**src/rtl/acc_cpu_sequencer.sv**
```systemverilog
// rtl/acc_cpu_sequencer.sv - fetch/decode/execute sequencer with PC, IR and loader arbitration
`timescale 1ns/1ps
module acc_cpu_sequencer #(
  parameter int               ADDR_W       = 8,
  parameter int               OPC_W        = 5,
  parameter logic [OPC_W-1:0] HALT_OPC     = 5'h1F,
  parameter int               EXEC_TIMEOUT = 16
) (
  input  logic              clk,
  input  logic              rst,
  input  logic              start,
  input  logic              prog_we_req,
  input  logic [ADDR_W-1:0] prog_addr,
  output logic              prog_ack,
  output logic              ram_en,
  output logic              ram_read_en,
  output logic              ram_write_en,
  output logic [ADDR_W-1:0] ram_addr,
  input  logic [15:0]       ram_rdata,
  output logic              stage_ld,
  output logic [OPC_W-1:0]  opcode,
  output logic [2:0]        addr_mode,
  output logic [7:0]        operand,
  output logic              exec_valid,
  input  logic              exec_done,
  input  logic              branch_taken,
  output logic [ADDR_W-1:0] pc,
  output logic              busy,
  output logic              halted,
  output logic              fault
);

  localparam int CNT_W = $clog2(EXEC_TIMEOUT + 1);

  typedef enum logic [2:0] {
    S_IDLE   = 3'd0,
    S_FETCH  = 3'd1,
    S_DECODE = 3'd2,
    S_EXEC   = 3'd3,
    S_HALT   = 3'd4
  } state_t;

  state_t             state_q, state_d;
  logic [ADDR_W-1:0]  pc_q, pc_d;
  logic [15:0]        ir_q, ir_d;
  logic [CNT_W-1:0]   cnt_q, cnt_d;
  logic               fault_q, fault_d;

  // State register and datapath flops; reset wins over everything
  always_ff @(posedge clk) begin
    if (rst) begin
      state_q <= S_IDLE;
      pc_q    <= '0;
      ir_q    <= '0;
      cnt_q   <= '0;
      fault_q <= 1'b0;
    end else begin
      state_q <= state_d;
      pc_q    <= pc_d;
      ir_q    <= ir_d;
      cnt_q   <= cnt_d;
      fault_q <= fault_d;
    end
  end

  // Next state, PC/IR updates and EXEC timeout; the counter is zero whenever not in EXEC
  always_comb begin
    state_d = state_q;
    pc_d    = pc_q;
    ir_d    = ir_q;
    cnt_d   = '0;
    fault_d = fault_q;
    unique case (state_q)
      S_IDLE, S_HALT: begin
        // a pending loader write takes the cycle, so start is dropped
        if (!prog_we_req && start) begin
          pc_d    = '0;
          fault_d = 1'b0;
          state_d = S_FETCH;
        end
      end
      S_FETCH: state_d = S_DECODE;
      S_DECODE: begin
        ir_d    = ram_rdata;
        pc_d    = pc_q + 1'b1;
        state_d = (OPC_W'(ram_rdata[15:11]) == HALT_OPC) ? S_HALT : S_EXEC;
      end
      S_EXEC: begin
        cnt_d = cnt_q + 1'b1;
        if (exec_done) begin
          if (branch_taken) pc_d = ADDR_W'(ir_q[7:0]);
          cnt_d   = '0;
          state_d = S_FETCH;
        end else if (cnt_d == CNT_W'(EXEC_TIMEOUT)) begin
          fault_d = 1'b1;
          cnt_d   = '0;
          state_d = S_HALT;
        end
      end
      default: state_d = S_IDLE;
    endcase
  end

  // Strobes and RAM port mux; all suppressed during the reset cycle
  always_comb begin
    prog_ack     = 1'b0;
    ram_en       = 1'b0;
    ram_read_en  = 1'b0;
    ram_write_en = 1'b0;
    ram_addr     = '0;
    stage_ld     = 1'b0;
    exec_valid   = 1'b0;
    if (!rst) begin
      unique case (state_q)
        S_IDLE, S_HALT: begin
          prog_ack     = prog_we_req;
          ram_write_en = prog_we_req;
          ram_en       = prog_we_req;
          ram_addr     = prog_we_req ? prog_addr : '0;
        end
        S_FETCH: begin
          ram_en      = 1'b1;
          ram_read_en = 1'b1;
          ram_addr    = pc_q;
        end
        S_DECODE: stage_ld = 1'b1;
        S_EXEC:   exec_valid = (cnt_q == '0);
        default: ;
      endcase
    end
  end

  assign opcode    = OPC_W'(ir_q[15:11]);
  assign addr_mode = ir_q[10:8];
  assign operand   = ir_q[7:0];
  assign pc        = pc_q;
  assign busy      = (state_q == S_FETCH) || (state_q == S_DECODE) || (state_q == S_EXEC);
  assign halted    = (state_q == S_HALT);
  assign fault     = fault_q;

endmodule

```
**config.mk**
```make
export PLATFORM = sky130hd
export DESIGN_NAME = acc_cpu_sequencer
export DESIGN_NICKNAME = d
export VERILOG_FILES = /design/src/rtl/acc_cpu_sequencer.sv
export SDC_FILE = /design/constraint.sdc
export NUM_CORES = 1
export LEC_CHECK = 0
export BUFFER_PORTS_ARGS = -buffer_cell sky130_fd_sc_hd__buf_2
export CAP_MARGIN = 15
export CORE_UTILIZATION = 51
export DETAILED_ROUTE_END_ITERATION = 10
export GPL_TIMING_DRIVEN = 0
export PLACE_DENSITY_LB_ADDON = 0.05
export SKIP_CTS_REPAIR_TIMING = 1
export SLEW_MARGIN = 40
export SYNTH_ARGS = -nofsm -noshare
export SYNTH_HDL_FRONTEND = slang
export SYNTH_SLANG_ARGS = --single-unit
```
**constraint.sdc**
```tcl
create_clock -name clk -period 3.83 [get_ports clk]
set_input_delay 0 -clock clk [delete_from_list [all_inputs] [get_ports clk]]
set_output_delay 0 -clock clk [all_outputs]
set_load 0.01 [all_outputs]
```
==> results.cfg, run 1 <==
[yosys]
synthCells = 227
synth_nets = 261
ys_async_sr_fraction_pct = 0
synth_edf_count = 0
synthFlopType = dfxtp_1
ys_seq_area_share_pct = 37.9
yosysUniqueCellTypes = 47
syn_avg_cell_area_um2 = 7.68
synth_area_um2 = 1740
yosys_register_bits = 33
yosysWarnings = 0

[detailed_routing]
drt_iter0_drc = 125
avgViaCountPerCell = 5.54
dr.pass1.iters = 5
drt-total-wl_um = 5240
route.detailed.drc = 0
post_drt_wl_per_cell_um = 14.3
ant_nets = 0
vias = 2032

[sta]
finalClockSkew_ns = 0.0151
hold_ws_ns = -0.0107
min_period_over_period_pct = 58.6
rsz0062_at_grt = false
hold_violations = 1
tns_ns = 0
setup_violations = 0
slew_violations = 0
max-slew-margin-rel_pct = 56.8
max_freq_ghz = 0.445
worstMarginPinSlew_ns = 0.645
period_minus_slack_ns = 2.25

[pwr]
leakagePower_nw = 1.08
powerDensity_nw_per_um2 = 345
ir_drop_v = 0.000272

[cts]
tritoncts = done
htreeDepth = 2
cts.clk_slew.worst_paths_ns = 0.11
clk_latency_ns = 0.35
clockBufferDepth = 2
cts-root-buf = clkbuf_4
cts_sinks = 33
cts-buffers-inserted = 5

[placed_design]
place_congestion = 0.851
dp_hpwl_um = 3370
io_buffer_count = 70
dp.cells = 341

[floorplan]
fp.dieW_um = 60.5
core_area_um2 = 3150
io_pins = 71
die_h_um = 60.5
num_rows = 20
dieArea_um2 = 3660
start_util_pct = 55.3

[layout]
area_growth_pct = 38.5
mostFrequentLayoutCell = buf_2
final_cells = 367
diodes = 0
drive_above_1_share_pct = 26.3
fin_util_pct = 76.5
mostFrequentLayoutCells = buf_2, nand2_1, dfxtp_1
layout.nets = 356
nFillCells = 253

[critical_path]
cp-start-kind = flop
r2r_cells = 5
r2r-start = state_q[0]$_SDFFE_PP0P_
timing.rr.end = state_q[0]$_SDFFE_PP0P_
crit_end = state_q[0]$_SDFFE_PP0P_
cp_max_fo = 10
end_kind = flop
crit_path_start = state_q[0]$_SDFFE_PP0P_
r2r_slack_ns = 1.58
worstPathRequired_ns = 4.12
crit_arrival_ns = 2.53
path_class = flop to flop

[global_routing]
grt_antenna_before_repair = 0
grt-ovfl-total = 0
grt_max_degree = 11
groute.usage.overall_pct = 27.2
first_global_vias = 1613
grt_pass1_wl_um = 7280

[job]
cap_violations = 0

[outcome]
violations = hold timing
outcome = complete, but fails checks

[min_path]
hold_class = primary input to flop
-- worst min-delay path by stage --
stage                             from              endpoint  cells after the start  slack [ns]
final                     branch_taken    pc[3]$_SDFFE_PP0P_                      3       -0.01
after CTS                 ram_rdata[5]  ir_q[5]$_SDFFE_PP0P_                      3       -0.13
after global placement    ram_rdata[1]  ir_q[1]$_SDFFE_PP0P_                      3        0.24
after floorplan                    rst           ram_read_en                      1        0.06
after detailed placement  ram_rdata[0]  ir_q[0]$_SDFFE_PP0P_                      3        0.25
after global routing      branch_taken    pc[3]$_SDFFE_PP0P_                      3       0.004
-- area by class of cell --
cell class                      count  area, um2  share of cell area [%]
Clock buffer                        7       55.1                    2.28
Buffer                             16       75.1                    3.11
Clock inverter                      1       30.0                    1.24
Timing Repair Buffer               88        531                    22.0
Inverter                            8       30.0                    1.24
Tap cell                           44       55.1                    2.28
Sequential cell                    33        661                    27.4
Multi-Input combinational cell    170        977                    40.5
-- layer usage --
layer  vias to the layer above  track usage (%)  wire (um)
li1                       1001                -          -
met1                       905             36.0       2190
met2                       107             41.6       2450
met3                        19             7.46        426
met4                         0             11.7        178
met5                         -                0          0
-- report_power, final --
| group | total [mW] | switching, mW | internal [mW] |
|---|---|---|---|
| Combinational | 0.177 | 0.0978 | 0.0794 |
| Clock | 0.281 | 0.125 | 0.156 |
| Sequential | 0.375 | 0.0159 | 0.359 |
| Total | 0.833 | 0.239 | 0.594 |
-- Yosys cell counts (3+ instances only) --
cell	instances	area, um2
nand3_1	4	20.0
nor2_1	20	75.1
a211oi_1	3	22.5
and2_1	3	18.8
nand2b_1	4	25.0
buf_2	3	15.0
dfxtp_1	33	661
nand2_1	40	150
nor3_1	11	55.1
a22oi_1	8	60.1
a31oi_1	7	43.8
a21oi_1	20	100
clkbuf_1	9	33.8
o21ai_0	10	50.1
inv_1	8	30.0
ha_1	4	50.1
-- logic make-up after synthesis --
kind of cell	synth area share [%]
adder cells (fa/ha/maj)	2.87
XOR/XNOR	1.51
flip-flops	37.9
AND/OR/NAND/NOR	28.1
buffers and inverters	6.03
AO/OA/AOI/OAI	23.6
-- worst max-delay path: stages, from the launching register on --
cell and delay, ns:
dfxtp_1 0.33, buf_2 0.18, or4b_1 0.64, a221o_1 0.38, a31oi_1 0.12, dlygate4sd3_1 0.55
-- sequential cells by signal (all words and copies together), names as in the netlist --
name and count:
cnt_q 5, fault 1, ir_q 16, pc 8, state_q 3
-- metrics by stage --
| stage | setup slack, ns | hold WS, ns | area, um2 | power (mW) |
|---|---|---|---|---|
| floorplan | 2.22 | 0.0550 | 1740 | 0.479 |
| global placement | 2.01 | 0.241 | 2150 | 0.539 |
| detailed placement | 2.01 | 0.247 | 2150 | 0.541 |
| CTS | 1.92 | -0.125 | 2230 | 0.814 |
| global route | 1.52 | 0.00449 | 2410 | 0.867 |
| finish | 1.58 | -0.0107 | 2410 | 0.833 |
No activity file was read; power rests on OpenSTA's default activity.
==> inputs of run 2 (changes only) <==
--- a/config.mk
+++ b/config.mk
@@ -5,9 +5,10 @@
 export SDC_FILE = /design/constraint.sdc
 export NUM_CORES = 1
 export LEC_CHECK = 0
+export ABC_AREA = 1
 export BUFFER_PORTS_ARGS = -buffer_cell sky130_fd_sc_hd__buf_2
 export CAP_MARGIN = 15
-export CORE_UTILIZATION = 51
+export CORE_UTILIZATION = 48
 export DETAILED_ROUTE_END_ITERATION = 10
 export GPL_TIMING_DRIVEN = 0
 export PLACE_DENSITY_LB_ADDON = 0.05
==> constraint.sdc (replaced) <==
create_clock -name clk -period 2.23 [get_ports clk]
set_input_delay 0 -clock clk [delete_from_list [all_inputs] [get_ports clk]]
set_output_delay 0 -clock clk [all_outputs]
set_load 0.01 [all_outputs]
==> results.cfg, run 2 <==
[layout]
mostFrequentLayoutCell = buf_2
final_cells = 392
drive_above_1_share_pct = 30.1
layout.nets = 380
diodes = 0
top_register = ir_q
area_growth_pct = 35.8
fin_util_pct = 69.8
largest_reg_flops = 16
mostFrequentLayoutCells = buf_2, nand2_1, nor2_1
final_area_um2 = 2380
nFillCells = 318

[detailed_routing]
drt-total-wl_um = 4580
ant_nets = 0
drt_iter0_drc = 69
post_drt_wl_per_cell_um = 11.7
avgViaCountPerCell = 4.88
dr.pass1.iters = 4
vias = 1914
route.detailed.drc = 0

[yosys]
synthFlopType = dfxtp_1
synthCells = 253
yosys_register_bits = 33
synth_edf_count = 0
yosysUniqueCellTypes = 26
yosys-top-cells-area = dfxtp_1, nand2_1, a21oi_1
yosysWarnings = 0
synth_area_um2 = 1760
syn_avg_cell_area_um2 = 6.94
netlist.area_leader.share_pct = 37.6
synth_most_common_cell = nand2_1
synth_nets = 287
netlist_top_cells_count = nand2_1, nor2_1, dfxtp_1, inv_1, a21oi_1
ys_seq_area_share_pct = 37.6
ys_async_sr_fraction_pct = 0
synth_top_area_cell = dfxtp_1

[cts]
clk_latency_ns = 0.33
cts-root-buf = clkbuf_4
cts.clk_slew.worst_paths_ns = 0.10
clockBufferDepth = 2
cts_sinks = 33
tritoncts = done
htreeDepth = 2
cts-buffers-inserted = 5

[global_routing]
grt_max_degree = 11
first_global_vias = 1706
groute.usage.overall_pct = 24.2
grt_antenna_before_repair = 0
grt_pass1_wl_um = 7440
grt-ovfl-total = 0

[sta]
max_freq_ghz = 0.516
hold_violations = 0
slew_violations = 0
tns_ns = 0
worstMarginPinSlew_ns = 0.614
setup_violations = 0
max-slew-margin-rel_pct = 58.9
min_period_over_period_pct = 86.9
finalClockSkew_ns = 0.00422
rsz0062_at_grt = false
period_minus_slack_ns = 1.94

[placed_design]
place_congestion = 0.779
dp_hpwl_um = 3190
io_buffer_count = 69
place_area_um2 = 2160
dp.cells = 368

[floorplan]
start_util_pct = 51.4
core_area_um2 = 3420
dieArea_um2 = 3900
num_rows = 21
fp.dieW_um = 62.5
io_pins = 71
die_h_um = 62.5

[critical_path]
cp-start-kind = flop
crit_arrival_ns = 1.94
end_kind = output pin
worstPathRequired_ns = 2.23
path_class = flop to output pin
cp_max_fo = 9

[pwr]
ir_drop_v = 0.000402
powerDensity_nw_per_um2 = 811
total_power_mw = 1.93
leakagePower_nw = 1.15

[job]
cap_violations = 0

[outcome]
outcome = finished clean

[min_path]
hold_class = primary input to flop
run 2: cell type report:
type | instances | area [um2] | area share [%]
plain buffers | 9 | 48.8 | 2.05
inverters | 32 | 120 | 5.04
well taps | 46 | 57.6 | 2.41
flip-flops and latches | 33 | 661 | 27.7
multi-input cells | 179 | 926 | 38.8
clock buffers | 7 | 55.1 | 2.31
repair buffers | 86 | 515 | 21.6
run 2: logic make-up (layout without fill, tap and decap cells):
logic type               count (synthesis)  count (layout)  synth area share [%]
buffers and inverters                   41             134                  9.62
flip-flops                              33              33                  37.6
XOR/XNOR                                 1               1                 0.499
AO/OA/AOI/OAI                           62              62                  21.2
adder cells (fa/ha/maj)                  4               4                  2.85
AND/OR/NAND/NOR                        112             112                  28.2
run 2: per-layer routing:
metal  vias up  global-route usage, %  part of all wire [%]
met5         -                      0                     0
met4         0                   9.30                   1.3
met3         4                   6.75                   6.2
met2        64                   40.4                    46
met1       834                   29.5                    46
li1       1012                      -                     -
run 2: report_power, final:
group | internal (mW) | leakage [nW] | total, mW | switching, mW
registers | 0.687 | 0.268 | 0.793 | 0.105
clock network | 0.149 | 0.0314 | 0.343 | 0.194
logic | 0.320 | 0.852 | 0.796 | 0.476
run 2: worst paths after layout:
| check | slack (ns) | cells past startpoint | end | from |
|---|---|---|---|---|
| setup / recovery | 0.29 | 7 | ram_write_en | state_q[0]$_SDFFE_PP0P_ |
| hold / removal | 0.07 | 2 | ir_q[5]$_SDFFE_PP0P_ | rst |
| setup reg to reg | 0.69 | 10 | pc[6]$_SDFFE_PP0P_ | state_q[2]$_SDFFE_PP0P_ |
| hold reg to reg | 0.47 | 2 | ir_q[14]$_SDFFE_PP0P_ | ir_q[14]$_SDFFE_PP0P_ |
run 2: worst max-delay path, cell delays in order (launching register included):
cell and delay, ns:
dfxtp_1 0.36, nor2_2 0.18, inv_2 0.09, nor2_1 0.48, inv_1 0.13, nor2_1 0.14
buf_4 0.12, buf_2 0.11
run 2: through the flow:
stage | hold slack (ns) | setup slack [ns]
6_report | 0.0677 | 0.292
5_1_grt | 0.0508 | 0.0806
4_1_cts | -0.103 | 0.273
3_5_place_dp | 0.257 | 0.666
3_3_place_gp | 0.250 | 0.662
2_1_floorplan | 0.144 | 0.878
